===== src/rtl/soc_system_fpga_pio_edge_irq_pkg.sv =====
// Shared constants for the parametrised edge-capture input PIO:
// register word offsets and the minimum synchroniser depth.
package soc_system_pio_pkg;

  localparam logic [2:0] ADDR_DATA     = 3'd0;
  localparam logic [2:0] ADDR_RISE_EN  = 3'd1;
  localparam logic [2:0] ADDR_IRQ_MASK = 3'd2;
  localparam logic [2:0] ADDR_EDGE_CAP = 3'd3;
  localparam logic [2:0] ADDR_FALL_EN  = 3'd4;
  localparam logic [2:0] ADDR_DEB_LEN  = 3'd5;

  localparam int MIN_SYNC_STAGES = 2;

endpackage


===== src/rtl/soc_system_fpga_pio_edge_irq_if.sv =====
// Avalon-MM slave bus of the PIO as seen from the lightweight HPS-to-FPGA bridge.
// Handshake: no waitrequest; a write is taken on any clk where chipselect & ~write_n,
// and readdata shows mux(address) one clk after address is presented, chipselect ignored.
interface soc_system_fpga_pio_edge_irq_if;
  logic [2:0]  address;
  logic        chipselect;
  logic        write_n;
  logic [31:0] writedata;
  logic [31:0] readdata;

  modport master (output address, output chipselect, output write_n, output writedata,
                  input readdata);
  modport slave  (input address, input chipselect, input write_n, input writedata,
                  output readdata);
endinterface


===== src/rtl/soc_system_fpga_pio_edge_irq_chan_filter.sv =====
// One input channel: synchroniser chain, tick-based debounce counter and filtered state.
module pio_chan_filter
  import soc_system_pio_pkg::*;
#(
  parameter int SYNC_STAGES = 2,
  parameter int CNT_W       = 8
) (
  input  logic             clk,
  input  logic             reset_n,
  input  logic             in_i,
  input  logic             tick_i,
  input  logic [CNT_W-1:0] deb_len_i,
  output logic             f_o
);

  localparam int N_SYNC = (SYNC_STAGES < MIN_SYNC_STAGES) ? MIN_SYNC_STAGES : SYNC_STAGES;

  logic [N_SYNC-1:0] sync_q;
  logic              s;
  logic [CNT_W-1:0]  cnt_q, cnt_d;
  logic [CNT_W:0]    cnt_inc;
  logic              f_q, f_d;

  assign s       = sync_q[N_SYNC-1];
  assign cnt_inc = {1'b0, cnt_q} + (CNT_W+1)'(1);

  // DEB_LEN is compared live, so shrinking it mid-count releases on the next tick.
  always_comb begin
    cnt_d = cnt_q;
    f_d   = f_q;
    if (deb_len_i == '0) begin
      f_d   = s;
      cnt_d = '0;
    end else if (s == f_q) begin
      cnt_d = '0;
    end else if (tick_i) begin
      if (cnt_inc >= {1'b0, deb_len_i}) begin
        f_d   = s;
        cnt_d = '0;
      end else if (!(&cnt_q)) begin
        cnt_d = cnt_inc[CNT_W-1:0];
      end
    end
  end

  always_ff @(posedge clk or negedge reset_n) begin
    if (!reset_n) begin
      sync_q <= '0;
      cnt_q  <= '0;
      f_q    <= 1'b0;
    end else begin
      sync_q <= {sync_q[N_SYNC-2:0], in_i};
      cnt_q  <= cnt_d;
      f_q    <= f_d;
    end
  end

  assign f_o = f_q;

endmodule


===== src/rtl/soc_system_fpga_pio_edge_irq.sv =====
// Parametrised input PIO: per-channel debounce, rise/fall edge capture (W1C) and masked level IRQ.
module soc_system_fpga_pio_edge_irq
  import soc_system_pio_pkg::*;
#(
  parameter int WIDTH       = 8,
  parameter int SYNC_STAGES = 2,
  parameter int PRESCALE    = 50000,
  parameter int CNT_W       = 8
) (
  input  logic                          clk,
  input  logic                          reset_n,
  soc_system_fpga_pio_edge_irq_if.slave bus,
  input  logic [WIDTH-1:0]              in_port,
  output logic                          irq
);

  localparam int PS_W = (PRESCALE > 1) ? $clog2(PRESCALE) : 1;

  logic [PS_W-1:0]  ps_q, ps_d;
  logic             tick;
  logic [WIDTH-1:0] filt, filt_dly_q;
  logic [WIDTH-1:0] rise_en_q, irq_mask_q, edge_cap_q, fall_en_q;
  logic [WIDTH-1:0] edge_cap_d, ev, clr, wr_bits;
  logic [CNT_W-1:0] deb_len_q;
  logic [31:0]      readdata_q, readdata_d;
  logic             irq_q, wr_en;
  logic             unused_wdata;

  assign unused_wdata = ^bus.writedata;

  assign tick = (ps_q == PS_W'(PRESCALE - 1));
  assign ps_d = tick ? '0 : ps_q + PS_W'(1);

  for (genvar i = 0; i < WIDTH; i++) begin : g_chan
    pio_chan_filter #(
      .SYNC_STAGES(SYNC_STAGES),
      .CNT_W      (CNT_W)
    ) u_filter (
      .clk      (clk),
      .reset_n  (reset_n),
      .in_i     (in_port[i]),
      .tick_i   (tick),
      .deb_len_i(deb_len_q),
      .f_o      (filt[i])
    );
  end

  assign wr_en   = bus.chipselect & ~bus.write_n;
  assign wr_bits = bus.writedata[WIDTH-1:0];

  // A clear and a new edge on the same bit in one cycle leave the bit set.
  always_comb begin
    ev         = (filt & ~filt_dly_q & rise_en_q) | (~filt & filt_dly_q & fall_en_q);
    clr        = (wr_en && bus.address == ADDR_EDGE_CAP) ? wr_bits : '0;
    edge_cap_d = (edge_cap_q & ~clr) | ev;
  end

  always_comb begin
    readdata_d = '0;
    case (bus.address)
      ADDR_DATA:     readdata_d[WIDTH-1:0] = filt;
      ADDR_RISE_EN:  readdata_d[WIDTH-1:0] = rise_en_q;
      ADDR_IRQ_MASK: readdata_d[WIDTH-1:0] = irq_mask_q;
      ADDR_EDGE_CAP: readdata_d[WIDTH-1:0] = edge_cap_q;
      ADDR_FALL_EN:  readdata_d[WIDTH-1:0] = fall_en_q;
      ADDR_DEB_LEN:  readdata_d[CNT_W-1:0] = deb_len_q;
      default:       readdata_d            = '0;
    endcase
  end

  always_ff @(posedge clk or negedge reset_n) begin
    if (!reset_n) begin
      ps_q       <= '0;
      filt_dly_q <= '0;
      rise_en_q  <= '1;
      irq_mask_q <= '0;
      edge_cap_q <= '0;
      fall_en_q  <= '0;
      deb_len_q  <= '0;
      readdata_q <= '0;
      irq_q      <= 1'b0;
    end else begin
      ps_q       <= ps_d;
      filt_dly_q <= filt;
      edge_cap_q <= edge_cap_d;
      readdata_q <= readdata_d;
      irq_q      <= |(edge_cap_q & irq_mask_q);
      if (wr_en) begin
        case (bus.address)
          ADDR_RISE_EN:  rise_en_q  <= wr_bits;
          ADDR_IRQ_MASK: irq_mask_q <= wr_bits;
          ADDR_FALL_EN:  fall_en_q  <= wr_bits;
          ADDR_DEB_LEN:  deb_len_q  <= bus.writedata[CNT_W-1:0];
          default: ;
        endcase
      end
    end
  end

  assign bus.readdata = readdata_q;
  assign irq          = irq_q;

endmodule


===== src/flat_wrapper.sv =====
// flat-port wrapper written by rule: the top's interface ports become plain ports
module soc_system_fpga_pio_edge_irq_flat import soc_system_pio_pkg::*;
#(
  parameter int WIDTH       = 8,
  parameter int SYNC_STAGES = 2,
  parameter int PRESCALE    = 50000,
  parameter int CNT_W       = 8
)
  (clk, reset_n, in_port, irq, bus_address, bus_chipselect, bus_write_n, bus_writedata, bus_readdata);
  soc_system_fpga_pio_edge_irq_if bus_i ();
  input  logic clk;
  input  logic reset_n;
  input  logic [WIDTH-1:0] in_port;
  output logic irq;
  input wire logic [$bits(bus_i.address)-1:0] bus_address;
  input wire logic [$bits(bus_i.chipselect)-1:0] bus_chipselect;
  input wire logic [$bits(bus_i.write_n)-1:0] bus_write_n;
  input wire logic [$bits(bus_i.writedata)-1:0] bus_writedata;
  output wire logic [$bits(bus_i.readdata)-1:0] bus_readdata;
  assign bus_i.address = bus_address;
  assign bus_i.chipselect = bus_chipselect;
  assign bus_i.write_n = bus_write_n;
  assign bus_i.writedata = bus_writedata;
  assign bus_readdata = bus_i.readdata;
  soc_system_fpga_pio_edge_irq #(.WIDTH(WIDTH), .SYNC_STAGES(SYNC_STAGES), .PRESCALE(PRESCALE), .CNT_W(CNT_W)) u_core (.clk(clk), .reset_n(reset_n), .bus(bus_i), .in_port(in_port), .irq(irq));
endmodule

===== config.mk =====
export PLATFORM = sky130hd
export DESIGN_NAME = soc_system_fpga_pio_edge_irq_flat
export DESIGN_NICKNAME = d
export VERILOG_FILES = /design/src/rtl/soc_system_fpga_pio_edge_irq_pkg.sv /design/src/rtl/soc_system_fpga_pio_edge_irq_if.sv /design/src/rtl/soc_system_fpga_pio_edge_irq_chan_filter.sv /design/src/rtl/soc_system_fpga_pio_edge_irq.sv /design/src/flat_wrapper.sv
export SDC_FILE = /design/constraint.sdc
export NUM_CORES = 1
export LEC_CHECK = 0
export ABC_AREA = 1
export CAP_MARGIN = 20
export CORE_ASPECT_RATIO = 1.1
export CORE_MARGIN = 2
export CORE_UTILIZATION = 50
export DETAILED_ROUTE_END_ITERATION = 6
export PLACE_DENSITY = 0.77
export SLEW_MARGIN = 20
export SYNTH_ARGS = -nofsm -noshare
export SYNTH_HDL_FRONTEND = slang
export SYNTH_SLANG_ARGS = --single-unit

===== constraint.sdc =====
create_clock -name clk -period 4.7 [get_ports clk]
set_input_delay 0.94 -clock clk [delete_from_list [all_inputs] [get_ports clk]]
set_output_delay 0.94 -clock clk [all_outputs]
set_load 0.005 [all_outputs]

==> implementation parameters, run 1 <==
Parameter                              Value

STA
  Endpoints failing setup ... 0
  Slew at the pin closest to its max-slew limit ... a little under 800 ps
  Worst rel slew slack ... 0.482
  Post-route worst setup slack ... ~1500 ps
  Max-slew violations ... 0
  Final cycle utilization of the critical path ... 0.681
  Achievable clock frequency ... ~310 MHz
  Clock Skews ... about 16 ps
  Tightest hold margin ... approximately 350 ps
  Hold Vio Cnt, Final ... 0
  RSZ-0062 raised after global routing ... false
  Final critical-path required period ... between 3000 and 4000 ps
  Final total negative setup slack ... 0 ps

Floorplanning
  Core region area ... 18500 um^2
  Die span in y ... 149 um
  Die Outline Area ... 20200 um^2
  Width of the die ... roughly 140 um
  Top-Level Pins ... 80
  Starting Density ... 0.513
  Number of standard-cell rows in the floorplan ... 52

Setup path
  Timing endpoint of the critical path ... u_core.g_chan[6].u_filter.cnt_q[0]
  CP Launch Point ... u_core.deb_len_q[0]
  Launch point of the worst reg-to-reg path ... u_core.deb_len_q[0]
  Minimum setup slack among reg-to-reg paths ... 1500 ps
  Cell type group with the largest total delay on the critical path ... simple AND/OR/NAND/NOR gates
  Data required time of the critical path ... ~5100 ps
  Delay of the slowest cell on the worst path ... around 730 ps
  Arrival time at the worst endpoint ... 3580 ps
  WP buf/inv ... 3
  Logic depth of the worst setup path including buffers ... 9
  FF-to-FF End ... u_core.g_chan[6].u_filter.cnt_q[0]
  Startpoint type of the worst setup path ... flip-flop
  Element type at the critical path end ... flip-flop
  Worst-path cell chain ... inv_1 -> nand4_2 -> nor2_1 -> inv_1 -> nand2_4 -> nor2_1 -> inv_1 -> nor2_1 -> o21bai_1
  Worst r2r path cells ... 9
  Crit-path slowest cell ... sky130_fd_sc_hd__dfrtp_1
  Critical path type ... reg2reg
  Highest net fanout along the worst path ... 47

Global routing
  Number of global-route vias before repair ... ~7600
  Initial antenna violation count ... 0
  Largest net degree at the start of global routing ... 86
  First-pass GRT wire length ... around 36000 um
  Total congestion overflow after global routing ... 0
  All-layer global routing usage ... 0.224

Clock tree
  Latest clock arrival within the worst-skew pair ... about 450 ps
  CTS hold repair buffers ... 0
  CTS tree ... done
  CTS sink cnt ... approximately 160
  Clock-pin slew of the registers on the worst-case setup and hold paths ... 80 ps
  Maximum count of clock buffers along a single path ... 2
  CTS Buf Count ... 17
  Cells resized by post-CTS repair ... 0
  Count of buffers added by post-CTS timing repair for setup ... 0
  Buffer cell driving the clock tree root ... sky130_fd_sc_hd__clkbuf_16
  Deepest level of the CTS H-tree ... 4

Yosys
  Leading register cell type out of synthesis ... sky130_fd_sc_hd__dfrtp_1
  Most frequent cell after synthesis ... sky130_fd_sc_hd__nand2_1
  Number of unique standard cell types used by synthesis ... 36
  Number of instances in the synthesized netlist ... about 1200
  Seq cells post-synth ... about 160
  Ranking of synthesized cells by instance count ... 327 x sky130_fd_sc_hd__nand2_1, 164 x sky130_fd_sc_hd__inv_1, 153 x sky130_fd_sc_hd__dfrtp_1
  Synthesis warning total ... 0
  Post-synthesis sequential area ratio ... 0.424
  Synth area leaders ... sky130_fd_sc_hd__dfrtp_1 40%, sky130_fd_sc_hd__nand2_1 13%, sky130_fd_sc_hd__ha_1 9.6%
  Async SR Flop Fraction ... 1.00
  Avg Inst Size Synth ... 8.14 um^2
  Most area-hungry cell type in the Yosys netlist ... sky130_fd_sc_hd__dfrtp_1
  Mapped cell area ... 9520 um^2
  Post-synth EDFFs ... 0
  Post-synth top area share ... 0.402

Drt
  Antenna violation net count after detailed routing ... 0
  Total number of vias ... just under 8000
  Residual DRC ... 0
  Mean routed wirelength per cell ... 14.3 um
  Number of DRC violations after detailed-routing iteration 0 ... roughly 490
  TritonRoute pass-1 iters ... 5
  Routed wire length ... about 21000 um
  Drt via density ... 5.27

Layout
  Final design area excluding fillers ... between 10000 and 15000 um^2
  Relative area change from synthesis to final layout ... 11.0%
  Layout cells sized above 1 ... 0.0516
  N_diodes ... 0
  Layout net count ... around 1300

Place
  Number of buffers added on ports ... 31
  Instance area after placement ... 9960 um^2
  Pre-CTS WS ... approximately 1400 ps
  RD Place Congestion ... 0.853
  Detailed-placement wirelength estimate ... 14400 um

Outcome
  Outcome ... complete, no violations

Min path
  Hold WC Path Type ... reg2reg

Flow run
  Number of violations of the max-capacitance limit ... 0

Power
  Maximum vdd ir drop ... approximately 0.28 mV
  Pwr/cell area ... ~340 nW/um^2
  Leakage power total ... 5.43 nW
==> area by class of cell <==
class	instances	area, um^2
Timing Repair Buffer	35	342
Clock buffer	17	425
Tap cell	243	304
Multi-Input combinational cell	828	4650
Inverter	166	623
Sequential cell	161	4040
Clock inverter	15	179
Fill cell	1653	7980
==> layer usage <==
| metal | track usage | up-vias | routed length [um] |
|---|---|---|---|
| li1 | - | 3857 | - |
| met1 | 0.287 | 3659 | 9290 |
| met2 | 0.372 | 172 | 10200 |
| met3 | 0.0389 | 38 | 928 |
| met4 | 0.0969 | 0 | 502 |
| met5 | 0 | - | 0 |
==> registers in the layout, indices dropped and copies added, names as in the netlist <==
| signal | count |
|---|---|
| u_core.bus.readdata | 8 |
| u_core.edge_cap_q | 8 |
| u_core.deb_len_q | 8 |
| u_core.rise_en_q | 8 |
| u_core.ps_q | 16 |
| u_core.g_chan.u_filter.f_o | 8 |
| u_core.g_chan.u_filter.sync_q | 16 |
| u_core.fall_en_q | 8 |
| u_core.g_chan.u_filter.cnt_q | 64 |
| u_core.irq_mask_q | 8 |
| u_core.filt_dly_q | 8 |
| u_core.irq | 1 |
==> per-stage QoR <==
| step | total power, mW | cells | utilization |
|---|---|---|---|
| after detailed placement | 2.21 | 1433 | 0.537 |
| after global routing | 3.77 | 1465 | 0.570 |
| after CTS | 3.61 | 1465 | 0.570 |
| after floorplan | 1.98 | 1192 | - |
| after global placement | 2.19 | 1433 | 0.537 |
| final | 3.58 | 1465 | 0.570 |
==> worst register-to-register path, delay by kind of cell (launching register included) <==
kind | cells | cell delay, ps
flip-flops | 1 | 730
AND/OR/NAND/NOR | 5 | 1550
buffers and inverters | 3 | 770
AO/OA/AOI/OAI | 1 | 100
==> placed cells by master (no fill, tap or decap), types with 30 or more instances in the layout <==
| master | n |
|---|---|
| sky130_fd_sc_hd__dfrtp_1 | 153 |
| sky130_fd_sc_hd__inv_1 | 164 |
| sky130_fd_sc_hd__o21ai_0 | 59 |
| sky130_fd_sc_hd__o21ai_1 | 32 |
| sky130_fd_sc_hd__clkdlybuf4s50_1 | 30 |
| sky130_fd_sc_hd__ha_1 | 73 |
| sky130_fd_sc_hd__xor2_1 | 41 |
| sky130_fd_sc_hd__nand2_1 | 327 |
| sky130_fd_sc_hd__nor2_1 | 60 |
| sky130_fd_sc_hd__nand3_1 | 67 |
==> power by group <==
group / total (mW) / internal [mW] / switching [mW]
registers: 1.59 / 1.50 / 0.0894
clock network: 1.39 / 0.722 / 0.672
logic: 0.599 / 0.210 / 0.389
total: 3.58 / 2.43 / 1.15
==> worst min-delay path by stage <==
stage                                                   start                                   to  slack (ps)  cells after the start
after floorplan           u_core.g_chan[0].u_filter.sync_q[0]  u_core.g_chan[0].u_filter.sync_q[1]         330                      0
after global placement    u_core.g_chan[3].u_filter.sync_q[0]  u_core.g_chan[3].u_filter.sync_q[1]         330                      0
after detailed placement  u_core.g_chan[7].u_filter.sync_q[0]  u_core.g_chan[7].u_filter.sync_q[1]         330                      0
after CTS                 u_core.g_chan[5].u_filter.sync_q[0]  u_core.g_chan[5].u_filter.sync_q[1]         350                      0
after global routing      u_core.g_chan[3].u_filter.sync_q[0]  u_core.g_chan[3].u_filter.sync_q[1]         350                      0
final                     u_core.g_chan[5].u_filter.sync_q[0]  u_core.g_chan[5].u_filter.sync_q[1]         350                      0
==> kinds of logic (layout without fill, tap and decap cells) <==
group	after synthesis	after routing	synth area share
AND/OR/NAND/NOR	509	509	0.232
buffers and inverters	203	233	0.0962
AO/OA/AOI/OAI	168	168	0.102
flip-flops	161	161	0.424
adder cells (fa/ha/maj)	73	73	0.0960
XOR/XNOR	54	54	0.0497
other	1	24	0.000394
Note: power is estimated with default switching activity, not from simulation.
==> inputs of run 2 (changes only) <==
==> constraint.sdc (replaced) <==
create_clock -name clk -period 3.3 [get_ports clk]
set_input_delay 0.66 -clock clk [delete_from_list [all_inputs] [get_ports clk]]
set_output_delay 0.66 -clock clk [all_outputs]
set_load 0.005 [all_outputs]
==> run 2 against run 1 <==
Effect of this change: combinational power increased by 52%; sequential power increased by 42%; hold slack got worse by 250 ps; routed wire length increased by 5.1%; global-route usage increased by 0.62 points; register-to-register slack got worse by 900 ps; sequential share of layout area decreased by 0.51 points; total power increased by 49%; sequential cell count unchanged; die area unchanged; critical path depth unchanged; clock-buffer cell count increased by 2; largest cell class unchanged; highest routed layer unchanged.
==> implementation parameters, run 2 (same netlist as run 1, synthesis figures left out) <==
Parameter                              Value

Power
  Leakage power total ... 5.52 nW
  Overall power after layout ... 5.36 mW
  Pwr/cell area ... about 500 nW/um^2
  Maximum vdd ir drop ... around 0.37 mV

Setup path
  Element type at the critical path end ... flip-flop
  Highest net fanout along the worst path ... 30
  Worst-path cell chain ... inv_1 -> nand4_2 -> nor2_1 -> inv_1 -> nand2_4 -> nor2_1 -> inv_1 -> nor2_1 -> o21bai_1
  Startpoint type of the worst setup path ... flip-flop
  Critical path type ... reg2reg
  Arrival time at the worst endpoint ... just over 3000 ps
  CP Launch Point ... u_core.deb_len_q[7]
  Minimum setup slack among reg-to-reg paths ... around 600 ps
  Delay of the slowest cell on the worst path ... between 500 and 600 ps
  Data required time of the critical path ... 3650 ps
  Crit-path slowest cell ... sky130_fd_sc_hd__nor2_1
  Launch point of the worst reg-to-reg path ... u_core.deb_len_q[7]

STA
  Max-slew violations ... 0
  Worst rel slew slack ... 0.562
  Final total negative setup slack ... 0 ps
  Clock Skews ... between 9 and 10 ps
  Final critical-path required period ... ~2700 ps
  RSZ-0062 raised after global routing ... false
  Hold Vio Cnt, Final ... 0
  Achievable clock frequency ... between 300 and 400 MHz
  Final cycle utilization of the critical path ... 0.819
  Endpoints failing setup ... 0
  Slew at the pin closest to its max-slew limit ... around 660 ps
  Post-route worst setup slack ... 596 ps

Clock tree
  Count of buffers added by post-CTS timing repair for setup ... 0
  Maximum count of clock buffers along a single path ... 2
  CTS Buf Count ... 17
  Latest clock arrival within the worst-skew pair ... around 440 ps
  CTS hold repair buffers ... 0
  Cells resized by post-CTS repair ... 0
  CTS tree ... done
  Buffer cell driving the clock tree root ... sky130_fd_sc_hd__clkbuf_16
  Clock-pin slew of the registers on the worst-case setup and hold paths ... ~70 ps
  Deepest level of the CTS H-tree ... 4
  CTS sink cnt ... 161

Layout
  Register cell area after layout ... about 4000 um^2
  Layout cells sized above 1 ... 0.0600
  Final std cells w/o fill ... ~1500
  Layout net count ... between 1000 and 1500
  Max FFs per register ... 64
  Final core area utilization ... 0.577
  Relative area change from synthesis to final layout ... 12.5%
  Fillers ... between 1500 and 2000
  Register with the most flip-flops ... u_core.g_chan.u_filter.cnt_q
  Registers with the most flip-flops ... u_core.g_chan.u_filter.cnt_q x64, u_core.g_chan.u_filter.sync_q x16, u_core.ps_q x16
  Multi-input logic area ... ~4600 um^2
  Leading cell types in the layout, fill and taps excluded ... 327 x sky130_fd_sc_hd__nand2_1, 164 x sky130_fd_sc_hd__inv_1, 153 x sky130_fd_sc_hd__dfrtp_1, 73 x sky130_fd_sc_hd__ha_1, 67 x sky130_fd_sc_hd__nand3_1
  N_diodes ... 0
  Most frequent standard cell in the layout excluding fill and tap cells ... sky130_fd_sc_hd__nand2_1

Global routing
  All-layer global routing usage ... 0.230
  First-pass GRT wire length ... between 30000 and 40000 um
  Initial antenna violation count ... 0
  Number of global-route vias before repair ... around 7800
  Largest net degree at the start of global routing ... 65
  Total congestion overflow after global routing ... 0

Flow run
  Number of violations of the max-capacitance limit ... 0

Place
  Placed cells ... between 1000 and 1500
  RD Place Congestion ... between 0.8 and 0.9
  Pre-CTS WS ... a little under 600 ps
  Detailed-placement wirelength estimate ... approximately 15000 um
  Number of buffers added on ports ... 31

Floorplanning
  Number of standard-cell rows in the floorplan ... 52
  Top-Level Pins ... 80
  Width of the die ... around 140 um
  Core region area ... roughly 19000 um^2
  Die span in y ... ~150 um
  Starting Density ... 0.513
  Die Outline Area ... 20200 um^2

Drt
  Routed wire length ... ~22000 um
  Antenna violation net count after detailed routing ... 0
  TritonRoute pass-1 iters ... 5
  Mean routed wirelength per cell ... approximately 15 um
  Drt via density ... ~5.3
  Number of DRC violations after detailed-routing iteration 0 ... between 400 and 500
  Total number of vias ... 7861
  Residual DRC ... 0

Outcome
  Outcome ... complete, no violations

Min path
  Hold WC Path Type ... in2async
-- run 2: path summary, 6_finish.rpt --
check                                                 endpoint  cells past startpoint
setup / recovery            u_core.g_chan[6].u_filter.cnt_q[0]                      9
max in group asynchronous                  u_core.rise_en_q[5]                      2
min in group clk           u_core.g_chan[5].u_filter.sync_q[1]                      0
hold reg to reg            u_core.g_chan[5].u_filter.sync_q[1]                      0
hold / removal              u_core.g_chan[5].u_filter.cnt_q[3]                      1
setup reg to reg            u_core.g_chan[6].u_filter.cnt_q[0]                      9
-- run 2: layout make-up --
type,count,share of cell area
clock buffer,19,0.0423
clock inverter,13,0.0186
inverter,166,0.0582
multi-input combinational,828,0.434
sequential,161,0.377
tap,243,0.0284
timing repair buffer,46,0.0408
-- run 2: power breakdown --
part / internal (mW) / total (mW) / switching, mW / leakage, nW
clock: 1.32 / 2.19 / 0.869 / 0.319
sequential: 2.14 / 2.25 / 0.114 / 2.10
combinational: 0.324 / 0.912 / 0.588 / 3.10
-- run 2: worst max-delay path, delay by kind of cell, from the launching register on --
kind,cells,cell delay (ps)
AOI/OAI and AO/OA,1,120
and+or+nand+nor,5,1220
DFF,1,340
buffers and inverters,3,910
-- run 2: layer usage --
metal,vias to the layer above,global-route usage,wire [um]
met5,-,0,0
met4,0,0.123,957
met3,69,0.0385,840
met2,216,0.397,10900
met1,3704,0.273,9280
li1,3872,-,-
-- run 2: through the flow --
step | instance area (um^2) | hold WS (ps)
3_3_place_gp | 10100 | 333
4_1_cts | 10700 | 93.2
3_5_place_dp | 10100 | 337
6_report | 10700 | 92.4
2_1_floorplan | 9600 | 331
5_1_grt | 10700 | 99.6
==> inputs of run 3 (changes only) <==
==> constraint.sdc (replaced) <==
create_clock -name clk -period 2.6 [get_ports clk]
set_input_delay 0.52 -clock clk [delete_from_list [all_inputs] [get_ports clk]]
set_output_delay 0.52 -clock clk [all_outputs]
set_load 0.005 [all_outputs]
==> run 3 against run 2 <==
Effect of this change: final cell count increased by 1.0%; sequential power up 28%; cell area rose by 0.24%; utilization is 0.14 points higher; routed wire length decreased by 2.1%; combinational power grew 27%; die area unchanged; first-iteration DRC count is 27% higher; maximum frequency grew 14%; sequential share of layout area decreased by 0.092 points; critical endpoint is now u_core.g_chan[3].u_filter.cnt_q[2]; largest power group unchanged.
==> implementation parameters, run 3 (same netlist as run 1, synthesis figures left out) <==
Parameter                              Value

Setup path
  Element type at the critical path end ... flip-flop
  Startpoint type of the worst setup path ... flip-flop
  Critical path type ... reg2reg
  Arrival time at the worst endpoint ... ~2700 ps
  Data required time of the critical path ... ~2900 ps
  Highest net fanout along the worst path ... 6

Layout
  Registers with the most flip-flops ... u_core.g_chan.u_filter.cnt_q x64, u_core.g_chan.u_filter.sync_q x16, u_core.ps_q x16
  Most frequent standard cell in the layout excluding fill and tap cells ... sky130_fd_sc_hd__nand2_1
  Final design area excluding fillers ... about 11000 um^2
  Relative area change from synthesis to final layout ... 12.7%
  Fillers ... roughly 1600
  Layout net count ... between 1000 and 1500
  Layout cells sized above 1 ... 0.0737
  Leading cell types in the layout, fill and taps excluded ... 327 x sky130_fd_sc_hd__nand2_1, 164 x sky130_fd_sc_hd__inv_1, 153 x sky130_fd_sc_hd__dfrtp_1, 73 x sky130_fd_sc_hd__ha_1, 64 x sky130_fd_sc_hd__nand3_1
  Register with the most flip-flops ... u_core.g_chan.u_filter.cnt_q
  N_diodes ... 0
  Final core area utilization ... 0.579
  Max FFs per register ... 64

Floorplanning
  Top-Level Pins ... 80
  Starting Density ... 0.513
  Number of standard-cell rows in the floorplan ... 52
  Width of the die ... between 100 and 150 um
  Die Outline Area ... around 20000 um^2
  Die span in y ... 149 um
  Core region area ... 18500 um^2

STA
  Post-route worst setup slack ... between 200 and 250 ps
  Hold Vio Cnt, Final ... 0
  Clock Skews ... about 8.6 ps
  Final total negative setup slack ... 0 ps
  Endpoints failing setup ... 0
  Slew at the pin closest to its max-slew limit ... 632 ps
  Final cycle utilization of the critical path ... 0.909
  Worst rel slew slack ... 0.578
  Final critical-path required period ... 2360 ps
  Max-slew violations ... 0
  RSZ-0062 raised after global routing ... false
  Achievable clock frequency ... around 420 MHz

Global routing
  Number of global-route vias before repair ... 7646
  Total congestion overflow after global routing ... 0
  Initial antenna violation count ... 0
  Largest net degree at the start of global routing ... 59
  All-layer global routing usage ... 0.227
  First-pass GRT wire length ... ~37000 um

Clock tree
  Latest clock arrival within the worst-skew pair ... approximately 430 ps
  Maximum count of clock buffers along a single path ... 2
  Deepest level of the CTS H-tree ... 4
  CTS tree ... done
  CTS Buf Count ... 17
  Clock-pin slew of the registers on the worst-case setup and hold paths ... about 60 ps
  Cells resized by post-CTS repair ... 0
  Count of buffers added by post-CTS timing repair for setup ... 0
  Buffer cell driving the clock tree root ... sky130_fd_sc_hd__clkbuf_16
  CTS sink cnt ... 161
  CTS hold repair buffers ... 0

Drt
  Routed wire length ... ~22000 um
  Mean routed wirelength per cell ... roughly 14 um
  Residual DRC ... 0
  Number of DRC violations after detailed-routing iteration 0 ... 630
  TritonRoute pass-1 iters ... 5
  Drt via density ... between 5 and 6
  Antenna violation net count after detailed routing ... 0
  Total number of vias ... approximately 7900

Power
  Pwr/cell area ... approximately 600 nW/um^2
  Leakage power total ... 5.54 nW
  Maximum vdd ir drop ... between 0.4 and 0.5 mV

Place
  Number of buffers added on ports ... 31
  RD Place Congestion ... between 0.8 and 0.9
  Instance area after placement ... about 10000 um^2
  Pre-CTS WS ... roughly 260 ps
  Detailed-placement wirelength estimate ... roughly 15000 um

Min path
  Hold WC Path Type ... in2async

Outcome
  Outcome ... complete, no violations

Flow run
  Number of violations of the max-capacitance limit ... 0
run 3: cell count changes in the layout (fill, tap and decap cells not counted):
cell and delta:
sky130_fd_sc_hd__buf_4 +15, sky130_fd_sc_hd__clkinvlp_4 +3, sky130_fd_sc_hd__bufinv_16 -4, sky130_fd_sc_hd__clkbuf_8 -2, sky130_fd_sc_hd__nand3_2 +3, sky130_fd_sc_hd__inv_6 +3
sky130_fd_sc_hd__clkinv_2 +2, sky130_fd_sc_hd__nand3_1 -3, sky130_fd_sc_hd__clkinv_4 -4, sky130_fd_sc_hd__inv_8 +2
run 3: worst paths after layout:
| kind | slack [ps] | cells past startpoint | endpoint | start |
|---|---|---|---|---|
| max in group asynchronous | 1750 | 2 | u_core.rise_en_q[4] | reset_n |
| worst min-delay path | 50 | 1 | u_core.g_chan[5].u_filter.cnt_q[3] | reset_n |
| worst min register to register | 350 | 0 | u_core.g_chan[4].u_filter.sync_q[1] | u_core.g_chan[4].u_filter.sync_q[0] |
| min in group clk | 350 | 0 | u_core.g_chan[4].u_filter.sync_q[1] | u_core.g_chan[4].u_filter.sync_q[0] |
| worst max register to register | 240 | 13 | u_core.g_chan[3].u_filter.cnt_q[2] | u_core.g_chan[3].u_filter.cnt_q[0] |
| worst max-delay path | 240 | 13 | u_core.g_chan[3].u_filter.cnt_q[2] | u_core.g_chan[3].u_filter.cnt_q[0] |
run 3: routing by layer:
| layer | GRT usage | wire length (um) | up-vias |
|---|---|---|---|
| met4 | 0.0932 | 616 | 0 |
| li1 | - | - | 3906 |
| met3 | 0.0354 | 1110 | 47 |
| met2 | 0.378 | 10400 | 232 |
| met1 | 0.297 | 9390 | 3741 |
| met5 | 0 | 0 | - |
run 3: through the flow:
stage	cells	hold WS, ps	power (mW)
floorplan	1192	224	3.58
global placement	1459	334	4.01
detailed placement	1459	339	4.06
CTS	1491	72.6	6.42
global route	1491	103	6.74
finish	1491	52.0	6.41
run 3: cell type report:
class	instances	area [um^2]	share of cell area
well taps	243	304	0.0283
repair buffers	61	549	0.0512
clock buffers	17	425	0.0397
multi-input cells	828	4660	0.435
clock inverters	15	125	0.0117
flip-flops and latches	161	4040	0.376
inverters	166	623	0.0581
run 3: worst max-delay path, stage by stage, from the launching register on:
cell and delay (ps):
sky130_fd_sc_hd__dfrtp_1 420, sky130_fd_sc_hd__ha_1 240, sky130_fd_sc_hd__nand3_1 150, sky130_fd_sc_hd__xor2_1 270
sky130_fd_sc_hd__ha_1 300, sky130_fd_sc_hd__nand2_1 90, sky130_fd_sc_hd__inv_1 40, sky130_fd_sc_hd__nand2_1 50
sky130_fd_sc_hd__nand3_1 80, sky130_fd_sc_hd__nand2_1 70, sky130_fd_sc_hd__nand2_1 40, sky130_fd_sc_hd__nand2_1 90
sky130_fd_sc_hd__nand3_1 190, sky130_fd_sc_hd__o21ai_0 240
run 3: where the power goes:
group	internal [mW]	leakage [nW]	switching [mW]
logic	0.434	3.18	0.726
clock network	1.25	0.265	1.12
registers	2.71	2.10	0.162
